File: src/rtl/draw_sprite_pkg.sv
`default_nettype none
// ============================================================================
//  Module   : draw_pkg
//  Purpose  : Shared constants and FSM state encoding for the sprite blitter.
//             Screen geometry, sprite size, transparent colour key.
//  Revision : 1.0  initial release
// ============================================================================
package draw_pkg;

    localparam int SCREEN_W   = 320;
    localparam int SCREEN_H   = 240;
    localparam int SPRITE_DIM = 16;

    localparam logic [7:0] TRANSPARENT = 8'h00;

    typedef enum logic [1:0] {
        IDLE = 2'd0,
        READ = 2'd1,
        LAST = 2'd2
    } state_e;

endpackage : draw_pkg
`default_nettype wire

File: src/rtl/draw_sprite_if.sv
`default_nettype none
// ============================================================================
//  Module   : draw_sprite_if
//  Purpose  : Request handshake, sprite ROM port and frame-buffer write port
//             of the sprite blitter, bundled in one interface.
//  Ports    : master = initiator/ROM/frame-buffer side
//             slave  = draw_sprite block side
//  Revision : 1.0  initial release
// ============================================================================
interface draw_sprite_if;

    logic        draw_sprite_start;
    logic [7:0]  draw_sprite_image;
    logic [16:0] draw_sprite_coordinates;   // {x[8:0], y[7:0]}
    logic        draw_sprite_rdy;

    logic        sprite_rom_re;
    logic [15:0] sprite_rom_addr;           // {image, row, col}
    logic [7:0]  sprite_rom_data;

    logic        fb_we;
    logic [16:0] fb_addr;                   // {py[7:0], px[8:0]}
    logic [7:0]  fb_data;

    modport slave (
        input  draw_sprite_start,
        input  draw_sprite_image,
        input  draw_sprite_coordinates,
        output draw_sprite_rdy,
        output sprite_rom_re,
        output sprite_rom_addr,
        input  sprite_rom_data,
        output fb_we,
        output fb_addr,
        output fb_data
    );

    modport master (
        output draw_sprite_start,
        output draw_sprite_image,
        output draw_sprite_coordinates,
        input  draw_sprite_rdy,
        input  sprite_rom_re,
        input  sprite_rom_addr,
        output sprite_rom_data,
        input  fb_we,
        input  fb_addr,
        input  fb_data
    );

endinterface : draw_sprite_if
`default_nettype wire

File: src/rtl/pixel_counter.sv
`default_nettype none
// ============================================================================
//  Module   : pixel_counter
//  Purpose  : 8-bit pixel index walking the 16x16 sprite in raster order.
//  Ports    : clk, rst   - clock, synchronous active-high reset
//             clr_i      - force index to zero (takes priority over inc_i)
//             inc_i      - advance index by one (wraps 255 -> 0)
//             idx_o      - current index {row[3:0], col[3:0]}
//             last_o     - index is 255 (final pixel of the sprite)
//  Revision : 1.0  initial release
// ============================================================================
module pixel_counter (
    input  logic       clk,
    input  logic       rst,
    input  logic       clr_i,
    input  logic       inc_i,
    output logic [7:0] idx_o,
    output logic       last_o
);

    logic [7:0] idx_q;
    logic [7:0] idx_d;

    always_comb begin
        idx_d = idx_q;
        if (clr_i) begin
            idx_d = 8'd0;
        end else if (inc_i) begin
            idx_d = idx_q + 8'd1;
        end
    end

    always_ff @(posedge clk) begin
        if (rst) begin
            idx_q <= 8'd0;
        end else begin
            idx_q <= idx_d;
        end
    end

    assign idx_o  = idx_q;
    assign last_o = (idx_q == 8'hFF);

endmodule : pixel_counter
`default_nettype wire

File: src/rtl/draw_sprite.sv
`default_nettype none
// ============================================================================
//  Module   : draw_sprite
//  Purpose  : Blits one 16x16 sprite from an external image ROM into an
//             external frame buffer. One ROM read per cycle; a single
//             pipeline stage pairs each returned colour with its screen
//             position. Transparent pixels are skipped and, with CLIP_EN=1,
//             off-screen pixels are suppressed.
//  Params   : CLIP_EN     - 1: drop pixels outside 320x240; 0: write all
//  Ports    : clk, rst    - clock, synchronous active-high reset
//             sprite_bus  - request handshake, ROM port, frame-buffer port
//  Revision : 1.0  initial release
// ============================================================================
module draw_sprite
    import draw_pkg::*;
#(
    parameter bit CLIP_EN = 1'b1
) (
    input  logic          clk,
    input  logic          rst,
    draw_sprite_if.slave  sprite_bus
);

    // ------------------------------------------------------------------
    // Registered state
    // ------------------------------------------------------------------
    state_e      state_q;
    logic        rdy_q;
    logic        re_q;
    logic [7:0]  image_q;
    logic [8:0]  x0_q;
    logic [7:0]  y0_q;

    // Pipeline stage travelling alongside the ROM read latency
    logic        pv_q;
    logic [9:0]  px_q;      // one extra bit so x0+col never wraps
    logic [8:0]  py_q;      // one extra bit so y0+row never wraps

    logic        w_accept;
    logic        w_cnt_inc;
    logic [7:0]  w_idx;
    logic        w_idx_last;
    logic        w_on_screen;
    logic        w_wr;

    assign w_accept  = (state_q == IDLE) && sprite_bus.draw_sprite_start;
    assign w_cnt_inc = (state_q == READ);

    pixel_counter u_pixel_counter (
        .clk    (clk),
        .rst    (rst),
        .clr_i  (w_accept),
        .inc_i  (w_cnt_inc),
        .idx_o  (w_idx),
        .last_o (w_idx_last)
    );

    // ------------------------------------------------------------------
    // Control FSM and pipeline stage
    // ------------------------------------------------------------------
    always_ff @(posedge clk) begin
        if (rst) begin
            state_q <= IDLE;
            rdy_q   <= 1'b1;
            re_q    <= 1'b0;
            image_q <= 8'd0;
            x0_q    <= 9'd0;
            y0_q    <= 8'd0;
            pv_q    <= 1'b0;
            px_q    <= 10'd0;
            py_q    <= 9'd0;
        end else begin
            // The position of the pixel read this cycle is captured so it
            // lines up with the ROM data returning next cycle.
            pv_q <= re_q;
            px_q <= {1'b0, x0_q} + {6'd0, w_idx[3:0]};
            py_q <= {1'b0, y0_q} + {5'd0, w_idx[7:4]};

            case (state_q)
                IDLE: begin
                    if (sprite_bus.draw_sprite_start) begin
                        image_q <= sprite_bus.draw_sprite_image;
                        x0_q    <= sprite_bus.draw_sprite_coordinates[16:8];
                        y0_q    <= sprite_bus.draw_sprite_coordinates[7:0];
                        state_q <= READ;
                        rdy_q   <= 1'b0;
                        re_q    <= 1'b1;
                    end
                end
                READ: begin
                    if (w_idx_last) begin
                        state_q <= LAST;
                        re_q    <= 1'b0;
                    end
                end
                LAST: begin
                    // Only the write of pixel 255 remains; it drains from
                    // the pipeline stage this cycle.
                    state_q <= IDLE;
                    rdy_q   <= 1'b1;
                end
                default: begin
                    state_q <= IDLE;
                    rdy_q   <= 1'b1;
                    re_q    <= 1'b0;
                end
            endcase
        end
    end

    // ------------------------------------------------------------------
    // Clipping
    // ------------------------------------------------------------------
    generate
        if (CLIP_EN) begin : g_clip
            assign w_on_screen = (px_q < 10'(SCREEN_W)) && (py_q < 9'(SCREEN_H));
        end else begin : g_noclip
            assign w_on_screen = 1'b1;
        end
    endgenerate

    // A stage still pending while rst is asserted is dropped immediately.
    assign w_wr = pv_q && !rst && w_on_screen
               && (sprite_bus.sprite_rom_data != TRANSPARENT);

    // ------------------------------------------------------------------
    // Outputs
    // ------------------------------------------------------------------
    assign sprite_bus.draw_sprite_rdy = rdy_q;
    assign sprite_bus.sprite_rom_re   = re_q;
    assign sprite_bus.sprite_rom_addr = {image_q, w_idx};
    assign sprite_bus.fb_we           = w_wr;
    assign sprite_bus.fb_addr         = w_wr ? {py_q[7:0], px_q[8:0]} : 17'd0;
    assign sprite_bus.fb_data         = w_wr ? sprite_bus.sprite_rom_data : 8'd0;

endmodule : draw_sprite
`default_nettype wire

File: src/flat_wrapper.sv
// flat-port wrapper written by rule: the top's interface ports become plain ports
module draw_sprite_flat import draw_pkg::*;
#(
    parameter bit CLIP_EN = 1'b1
)
  (clk, rst, sprite_bus_draw_sprite_start, sprite_bus_draw_sprite_image, sprite_bus_draw_sprite_coordinates, sprite_bus_draw_sprite_rdy, sprite_bus_sprite_rom_re, sprite_bus_sprite_rom_addr, sprite_bus_sprite_rom_data, sprite_bus_fb_we, sprite_bus_fb_addr, sprite_bus_fb_data);
  draw_sprite_if sprite_bus_i ();
  input  logic clk;
  input  logic rst;
  input wire logic [$bits(sprite_bus_i.draw_sprite_start)-1:0] sprite_bus_draw_sprite_start;
  input wire logic [$bits(sprite_bus_i.draw_sprite_image)-1:0] sprite_bus_draw_sprite_image;
  input wire logic [$bits(sprite_bus_i.draw_sprite_coordinates)-1:0] sprite_bus_draw_sprite_coordinates;
  output wire logic [$bits(sprite_bus_i.draw_sprite_rdy)-1:0] sprite_bus_draw_sprite_rdy;
  output wire logic [$bits(sprite_bus_i.sprite_rom_re)-1:0] sprite_bus_sprite_rom_re;
  output wire logic [$bits(sprite_bus_i.sprite_rom_addr)-1:0] sprite_bus_sprite_rom_addr;
  input wire logic [$bits(sprite_bus_i.sprite_rom_data)-1:0] sprite_bus_sprite_rom_data;
  output wire logic [$bits(sprite_bus_i.fb_we)-1:0] sprite_bus_fb_we;
  output wire logic [$bits(sprite_bus_i.fb_addr)-1:0] sprite_bus_fb_addr;
  output wire logic [$bits(sprite_bus_i.fb_data)-1:0] sprite_bus_fb_data;
  assign sprite_bus_i.draw_sprite_start = sprite_bus_draw_sprite_start;
  assign sprite_bus_i.draw_sprite_image = sprite_bus_draw_sprite_image;
  assign sprite_bus_i.draw_sprite_coordinates = sprite_bus_draw_sprite_coordinates;
  assign sprite_bus_draw_sprite_rdy = sprite_bus_i.draw_sprite_rdy;
  assign sprite_bus_sprite_rom_re = sprite_bus_i.sprite_rom_re;
  assign sprite_bus_sprite_rom_addr = sprite_bus_i.sprite_rom_addr;
  assign sprite_bus_i.sprite_rom_data = sprite_bus_sprite_rom_data;
  assign sprite_bus_fb_we = sprite_bus_i.fb_we;
  assign sprite_bus_fb_addr = sprite_bus_i.fb_addr;
  assign sprite_bus_fb_data = sprite_bus_i.fb_data;
  draw_sprite #(.CLIP_EN(CLIP_EN)) u_core (.clk(clk), .rst(rst), .sprite_bus(sprite_bus_i));
endmodule
File: config.mk
export PLATFORM = sky130hd
export DESIGN_NAME = draw_sprite_flat
export DESIGN_NICKNAME = d
export VERILOG_FILES = /design/src/rtl/draw_sprite_pkg.sv /design/src/rtl/draw_sprite_if.sv /design/src/rtl/pixel_counter.sv /design/src/rtl/draw_sprite.sv /design/src/flat_wrapper.sv
export SDC_FILE = /design/constraint.sdc
export NUM_CORES = 1
export LEC_CHECK = 0
export ABC_AREA = 1
export BUFFER_PORTS_ARGS = -buffer_cell sky130_fd_sc_hd__buf_2
export CORE_MARGIN = 4
export CORE_UTILIZATION = 25
export DETAILED_ROUTE_END_ITERATION = 7
export PLACE_DENSITY_LB_ADDON = 0.25
export SYNTH_ARGS = -nofsm -noshare
export SYNTH_HDL_FRONTEND = slang
export SYNTH_SLANG_ARGS = --single-unit
File: constraint.sdc
create_clock -name clk -period 2.85 [get_ports clk]
set_input_delay 0.57 -clock clk [delete_from_list [all_inputs] [get_ports clk]]
set_output_delay 0.57 -clock clk [all_outputs]
set_load 0.05 [all_outputs]
==> impl_metrics.env, run 1 <==
export IMPL_max_freq_mhz=424.4
export IMPL_portBuffers=79
export IMPL_status="complete, no violations"
export IMPL_grt_ovfl_total=0
export IMPL_rrSetupSlack_ns=1.20
export IMPL_synth_top_cell_area_share_pct=40.77
export IMPL_cp_start_kind="input pin"
export IMPL_power_total_uw=2000
export IMPL_ctsHtreeMaxLevel=3
export IMPL_synth_warnings=0
export IMPL_syn_area_um2=2799
export IMPL_fp_dieArea_um2=12950
export IMPL_synth_seq_area_share_pct=40.77
export IMPL_power_density_nw_per_um2=563.1
export IMPL_ys_types=27
export IMPL_slew_violations=0
export IMPL_path_clk_slew_ns=0.06
export IMPL_clk_latency_ns=0.33
export IMPL_totalNegativeSetupSlack_ns=0
export IMPL_criticalPathCategory="input pin to output pin"
export IMPL_syn_avg_cell_area_um2=7.327
export IMPL_p_int_uw=1486
export IMPL_period_needed_ns=2.356
export IMPL_setup_worst_path_start="rst"
export IMPL_groute_usage_overall_pct=11.11
export IMPL_fin_util_pct=32.62
export IMPL_grt_pass1_vias=2440
export IMPL_synth_fp_nets=429
export IMPL_cts_sinks=57
export IMPL_drtIter0Drc=127
export IMPL_dr_total_vias=2570
export IMPL_gp_congestion=0.8514
export IMPL_io_pins=80
export IMPL_core_um2=10890
export IMPL_vdd_drop_max_mv=0.2422
export IMPL_swShare_pct=25.71
export IMPL_cts_root_buffer="clkbuf_8"
export IMPL_synth_area_leader_cell="dfxtp_1"
export IMPL_cap_violations=0
export IMPL_clockBufferDepth=2
export IMPL_rsz0062_at_grt="no"
export IMPL_pre_cts_ws_ns=0.4672
export IMPL_hpwl_um=5311
export IMPL_wirelength_um=6988
export IMPL_grt_pass1_wl_um=11520
export IMPL_r2r_end="u_core.px_q[4]"
export IMPL_fin_skew_ns=0.005068
export IMPL_tritoncts_num_buffers=9
export IMPL_cts_hold_buf=0
export IMPL_hp_class="flip-flop to flip-flop"
export IMPL_rows=38
export IMPL_instances_no_fill=607
export IMPL_seqPwrFrac_pct=44.0
export IMPL_hold_viol=0
export IMPL_viasPerCell=4.234
export IMPL_die_x_um=113.8
export IMPL_worstSetupEndpointType="output pin"
export IMPL_worstRegToRegCells=6
export IMPL_p_switching_uw=514.3
export IMPL_ys_ff_latch=57
export IMPL_cp_endpoint="sprite_bus_fb_addr[16]"
export IMPL_combPwrFrac_pct=12.7
export IMPL_drive_gt1_share_pct=27.19
export IMPL_finalSetupViolations=0
export IMPL_min_period_over_period_pct=82.68
export IMPL_grt_antenna_before_repair=0
export IMPL_place_inst=592
export IMPL_cts_tree="yes"
export IMPL_r2r_start="u_core.u_pixel_counter.idx_o[0]"
export IMPL_clkPwrFrac_pct=43.4
export IMPL_final_net_count=510
export IMPL_wl_per_cell_um=11.51
export IMPL_dr_pass1_iters=4
export IMPL_die_height_um=113.8
export IMPL_arrival_ns=1.79
export IMPL_route_detailed_drc=0
export IMPL_worstMarginPinSlew_ns=0.3918
export IMPL_diodes=0
export IMPL_cts_resized=0
export IMPL_finalWorstSetupSlack_ns=0.4937
export IMPL_synth_area_top_cells="dfxtp_1 41%, nor2_1 9.9%, nand2_1 7.2%"
export IMPL_p_leak_uw=0.001670
export IMPL_antenna_left=0
export IMPL_crit_required_ns=2.28
export IMPL_grt_max_degree=42
export IMPL_netlist_instances=382
export IMPL_start_util_pct=25.71
export IMPL_critPathMaxFanout=26
export IMPL_relSlewSlack_pct=73.79
export IMPL_post_cts_buffers=0
export IMPL_syn2layout_area_growth_pct=26.91
kinds of logic after synthesis:
group                    after synthesis  synth area share [%]
AND/OR/NAND/NOR                      187                 32.32
XOR/XNOR                               2                0.6260
buffers and inverters                 70                 10.82
AO/OA/AOI/OAI                         55                 10.01
adder cells (fa/ha/maj)               11                 5.454
flip-flops                            57                 40.77
worst min-delay path by stage:
| stage | startpoint | end | slack, ns | cells past startpoint |
|---|---|---|---|---|
| 2_1_floorplan | u_core.state_q[0] | u_core.sprite_bus.sprite_rom_re | 0.43 | 1 |
| 3_3_place_gp | u_core.sprite_bus.draw_sprite_rdy | u_core.sprite_bus.draw_sprite_rdy | 0.45 | 2 |
| 3_5_place_dp | u_core.sprite_bus.sprite_rom_re | u_core.pv_q | 0.46 | 2 |
| 4_1_cts | u_core.sprite_bus.sprite_rom_re | u_core.pv_q | 0.47 | 2 |
| 5_1_grt | sprite_bus_draw_sprite_image[2] | u_core.image_q[2] | 0.49 | 3 |
| 6_report | u_core.sprite_bus.draw_sprite_rdy | u_core.sprite_bus.draw_sprite_rdy | 0.48 | 2 |
state kept, by name, indices dropped and copies added, names as in the netlist:
register                           flops
u_core.sprite_bus.draw_sprite_rdy      1
u_core.py_q                            9
u_core.state_q                         2
u_core.u_pixel_counter.idx_o           8
u_core.sprite_bus.sprite_rom_re        1
u_core.pv_q                            1
u_core.px_q                           10
u_core.image_q                         8
u_core.x0_q                            9
u_core.y0_q                            8
stage by stage:
| step | cell area, um^2 | hold slack, ns |
|---|---|---|
| floorplan | 2799 | 0.4320 |
| global placement | 3323 | 0.4484 |
| detailed placement | 3323 | 0.4572 |
| CTS | 3552 | 0.4736 |
| global route | 3552 | 0.4921 |
| finish | 3552 | 0.4810 |
layout by cell type, fill, tap and decap left out:
cell and instances:
nand3_1 14, clkinv_4 1, buf_4 6, nand4_1 7
nand3b_1 1, nand2_1 54, nand2_2 1, bufinv_16 2
dfxtp_1 57, a31oi_1 2, nor2_2 3, clkinv_1 1
buf_2 79, a21oi_1 19, or2_2 1, o21a_1 1
nor3_1 9, nor2_1 74, xnor2_1 2, nand3_2 2
nor3_2 20, fa_1 2, clkbuf_1 1, o21ai_0 33
ha_1 9, and2_1 1, inv_1 53, clkbuf_8 12
metal layers:
| layer | GRT usage (%) | routed length, um | vias up |
|---|---|---|---|
| li1 | - | - | 1374 |
| met2 | 16.45 | 2908 | 83 |
| met4 | 4.830 | 71 | 0 |
| met5 | 0 | 0 | - |
| met1 | 15.27 | 3481 | 1105 |
| met3 | 2.865 | 526 | 8 |
layout make-up:
| class | count | area, um^2 |
|---|---|---|
| fillers | 1171 | 7336 |
| multi-input cells | 255 | 1355 |
| flip-flops and latches | 57 | 1141 |
| repair buffers | 85 | 440.4 |
| inverters | 55 | 211.5 |
| well taps | 140 | 175.2 |
| clock buffers | 13 | 168.9 |
| clock inverters | 2 | 60.06 |
worst max-delay path, cell delays in order:
cell and delay (ns):
buf_2 0.19, clkinv_4 0.07, nand2_2 0.05, nor3_2 0.12, nand3_2 0.07, buf_4 0.25, nor3_1 0.18, buf_2 0.29
power by group through the flow:
stage               clock, uW  combinational, uW  sequential, uW
floorplan                   0                144             933
global route              932                288             887
CTS                       885                258             880
finish                    867                253             880
global placement            0                255             897
detailed placement          0                257             898
synth_stat cells:
library cell,instances
nand4_1,7
nand2_2,1
nand3_2,2
nand3_1,14
buf_4,2
xnor2_1,2
clkbuf_1,6
fa_1,2
dfxtp_1,57
or2_2,1
clkinv_4,1
and2_1,1
nor3_2,20
nor2_1,74
nand2_1,54
nand3b_1,1
o21ai_0,33
nor2_2,3
clkinv_1,1
o21a_1,1
buf_2,4
buf_6,3
inv_1,53
nor3_1,9
a21oi_1,19
ha_1,9
a31oi_1,2
(Power assumes the default switching activity.)
==> inputs of run 2 (changes only) <==
==> constraint.sdc (replaced) <==
create_clock -name clk -period 2 [get_ports clk]
set_input_delay 0.4 -clock clk [delete_from_list [all_inputs] [get_ports clk]]
set_output_delay 0.4 -clock clk [all_outputs]
set_load 0.05 [all_outputs]
==> run 2 against run 1 <==
Against the previous run:
- global-route usage is 0.20 points higher
- final area is 11% higher
- setup slack worse by 0.43 ns
- critical endpoint is now sprite_bus_fb_data[0]
- largest cell class unchanged
- largest power group unchanged
==> impl_metrics.env, run 2 (same netlist as run 1, synthesis figures left out) <==
export IMPL_antenna_left=0
export IMPL_die_x_um=113.8
export IMPL_clkPwrFrac_pct=34.4
export IMPL_groute_usage_overall_pct=11.32
export IMPL_final_net_count=515
export IMPL_top_register="u_core.px_q"
export IMPL_diodes=0
export IMPL_rsz0062_at_grt="yes"
export IMPL_grt_pass1_vias=2478
export IMPL_p_leak_uw=0.001686
export IMPL_dr_total_vias=2619
export IMPL_die_height_um=113.8
export IMPL_vdd_drop_max_mv=0.3404
export IMPL_worstMarginPinSlew_ns=0.3672
export IMPL_wl_per_cell_um=11.63
export IMPL_cts_sinks=57
export IMPL_period_needed_ns=1.934
export IMPL_grt_antenna_before_repair=0
export IMPL_fin_skew_ns=0.005840
export IMPL_rows=38
export IMPL_wirelength_um=7094
export IMPL_min_to="u_core.image_q[1]"
export IMPL_grt_ovfl_total=0
export IMPL_place_inst=594
export IMPL_worst_hold_path_num_cells=3
export IMPL_combPwrFrac_pct=15.9
export IMPL_cts_root_buffer="clkbuf_8"
export IMPL_fin_hold_ws_ns=0.3149
export IMPL_drive_gt1_share_pct=28.94
export IMPL_hold_viol=0
export IMPL_reg_top3="u_core.px_q: 10 flops, u_core.py_q: 9 flops, u_core.x0_q: 9 flops"
export IMPL_crit_required_ns=1.60
export IMPL_slew_violations=0
export IMPL_finalSetupViolations=0
export IMPL_p_int_uw=1801
export IMPL_cts_tree="yes"
export IMPL_largest_reg_flops=10
export IMPL_p_switching_uw=720.4
export IMPL_max_freq_mhz=517.0
export IMPL_final_common_cell="nor2_1"
export IMPL_worstRegToRegCells=6
export IMPL_syn2layout_area_growth_pct=40.37
export IMPL_fp_dieArea_um2=12950
export IMPL_dr_pass1_iters=4
export IMPL_viasPerCell=4.293
export IMPL_swShare_pct=28.57
export IMPL_arrival_ns=1.53
export IMPL_post_cts_buffers=0
export IMPL_critPathMaxFanout=6
export IMPL_portBuffers=79
export IMPL_hp_class="input pin to flip-flop"
export IMPL_path_clk_slew_ns=0.06
export IMPL_seq_area_um2=1142
export IMPL_power_density_nw_per_um2=641.9
export IMPL_instances_no_fill=610
export IMPL_worstSetupEndpointType="output pin"
export IMPL_final_cell_mix="74 x nor2_1, 56 x dfxtp_1, 54 x nand2_1"
export IMPL_multi_input_area_um2=1540
export IMPL_seqPwrFrac_pct=49.7
export IMPL_start_util_pct=25.71
export IMPL_hpwl_um=5283
export IMPL_clockBufferDepth=2
export IMPL_rrSetupSlack_ns=0.34
export IMPL_cp_start_kind="flip-flop"
export IMPL_min_from="sprite_bus_draw_sprite_image[1]"
export IMPL_fillCellCount=1138
export IMPL_drtIter0Drc=98
export IMPL_tritoncts_num_buffers=9
export IMPL_ctsHtreeMaxLevel=3
export IMPL_status="complete, no violations"
export IMPL_r2r_start="u_core.u_pixel_counter.idx_o[0]"
export IMPL_grt_pass1_wl_um=11650
export IMPL_clk_latency_ns=0.33
export IMPL_gp_congestion=0.7900
export IMPL_grt_max_degree=42
export IMPL_relSlewSlack_pct=75.52
export IMPL_cap_violations=0
export IMPL_io_pins=80
export IMPL_r2r_end="u_core.px_q[4]"
export IMPL_criticalPathCategory="flip-flop to output pin"
export IMPL_cts_hold_buf=0
export IMPL_route_detailed_drc=0
export IMPL_core_um2=10890
export IMPL_min_period_over_period_pct=96.72
export IMPL_fin_util_pct=36.08
## run 2: changes by cell type in the layout (fill, tap and decap cells not counted), moves of 2 or more
cell	before	now
buf_12	0	3
buf_2	79	53
buf_6	0	25
bufinv_16	2	0
clkbuf_16	0	2
clkbuf_8	12	10
nor3_1	9	4
nor3_2	20	2
nor3_4	0	23
## run 2: area by class of cell
class                      count  share of cell area [%]
inverter                      55                   5.382
timing repair buffer          90                   18.06
clock inverter                 1                  0.1274
multi-input combinational    255                   39.20
tap                          140                   4.459
clock buffer                  12                   3.694
sequential                    57                   29.08
## run 2: per-stage QoR
| stage | setup TNS [ns] | worst slack [ns] | total power (uW) | instance area [um^2] |
|---|---|---|---|---|
| finish | 0 | 0.06569 | 2522 | 3929 |
| global route | -0.4100 | -0.04893 | 2681 | 3929 |
| CTS | 0 | 0.0002919 | 2547 | 3682 |
| detailed placement | 0 | 0.07603 | 1663 | 3500 |
| global placement | 0 | 0.09458 | 1658 | 3500 |
| floorplan | -2.168 | -0.3613 | 1548 | 2918 |
## run 2: worst max-delay path by stage
stage / startpoint / to / cells after the start
floorplan: rst / sprite_bus_fb_addr[16] / 6
global placement: rst / sprite_bus_fb_data[7] / 8
detailed placement: rst / sprite_bus_fb_data[2] / 8
CTS: u_core.pv_q / sprite_bus_fb_data[6] / 6
global route: u_core.pv_q / sprite_bus_fb_addr[11] / 6
finish: u_core.px_q[9] / sprite_bus_fb_data[0] / 5
## run 2: worst max-delay path, cell delays in order (launching register included)
cell       delay [ns]
dfxtp_1          0.32
nor3_4           0.21
nand3_4          0.16
clkbuf_16        0.21
nor3_2           0.13
buf_6            0.18
## run 2: power by group through the flow
stage	clock network, uW	logic [uW]	registers, uW
2_1_floorplan	0	219	1330
3_3_place_gp	0	381	1280
3_5_place_dp	0	384	1280
4_1_cts	905	387	1250
5_1_grt	967	450	1260
6_report	867	402	1250
## run 2: timing repair
| item | in CTS | in global routing |
|---|---|---|
| setup endpoints to repair | 24 | 25 |
| gates resized for setup | 14 | 61 |
| gates cloned | 0 | 3 |
| pin swaps | 0 | 1 |
## run 2: routing by layer
layer | share of wire [%] | wire, um | GRT usage, %
met1 | 47 | 3330 | 14.89
met2 | 44 | 3152 | 16.96
met3 | 6.1 | 433 | 2.706
met4 | 2.5 | 178 | 6.413
met5 | 0 | 0 | 0
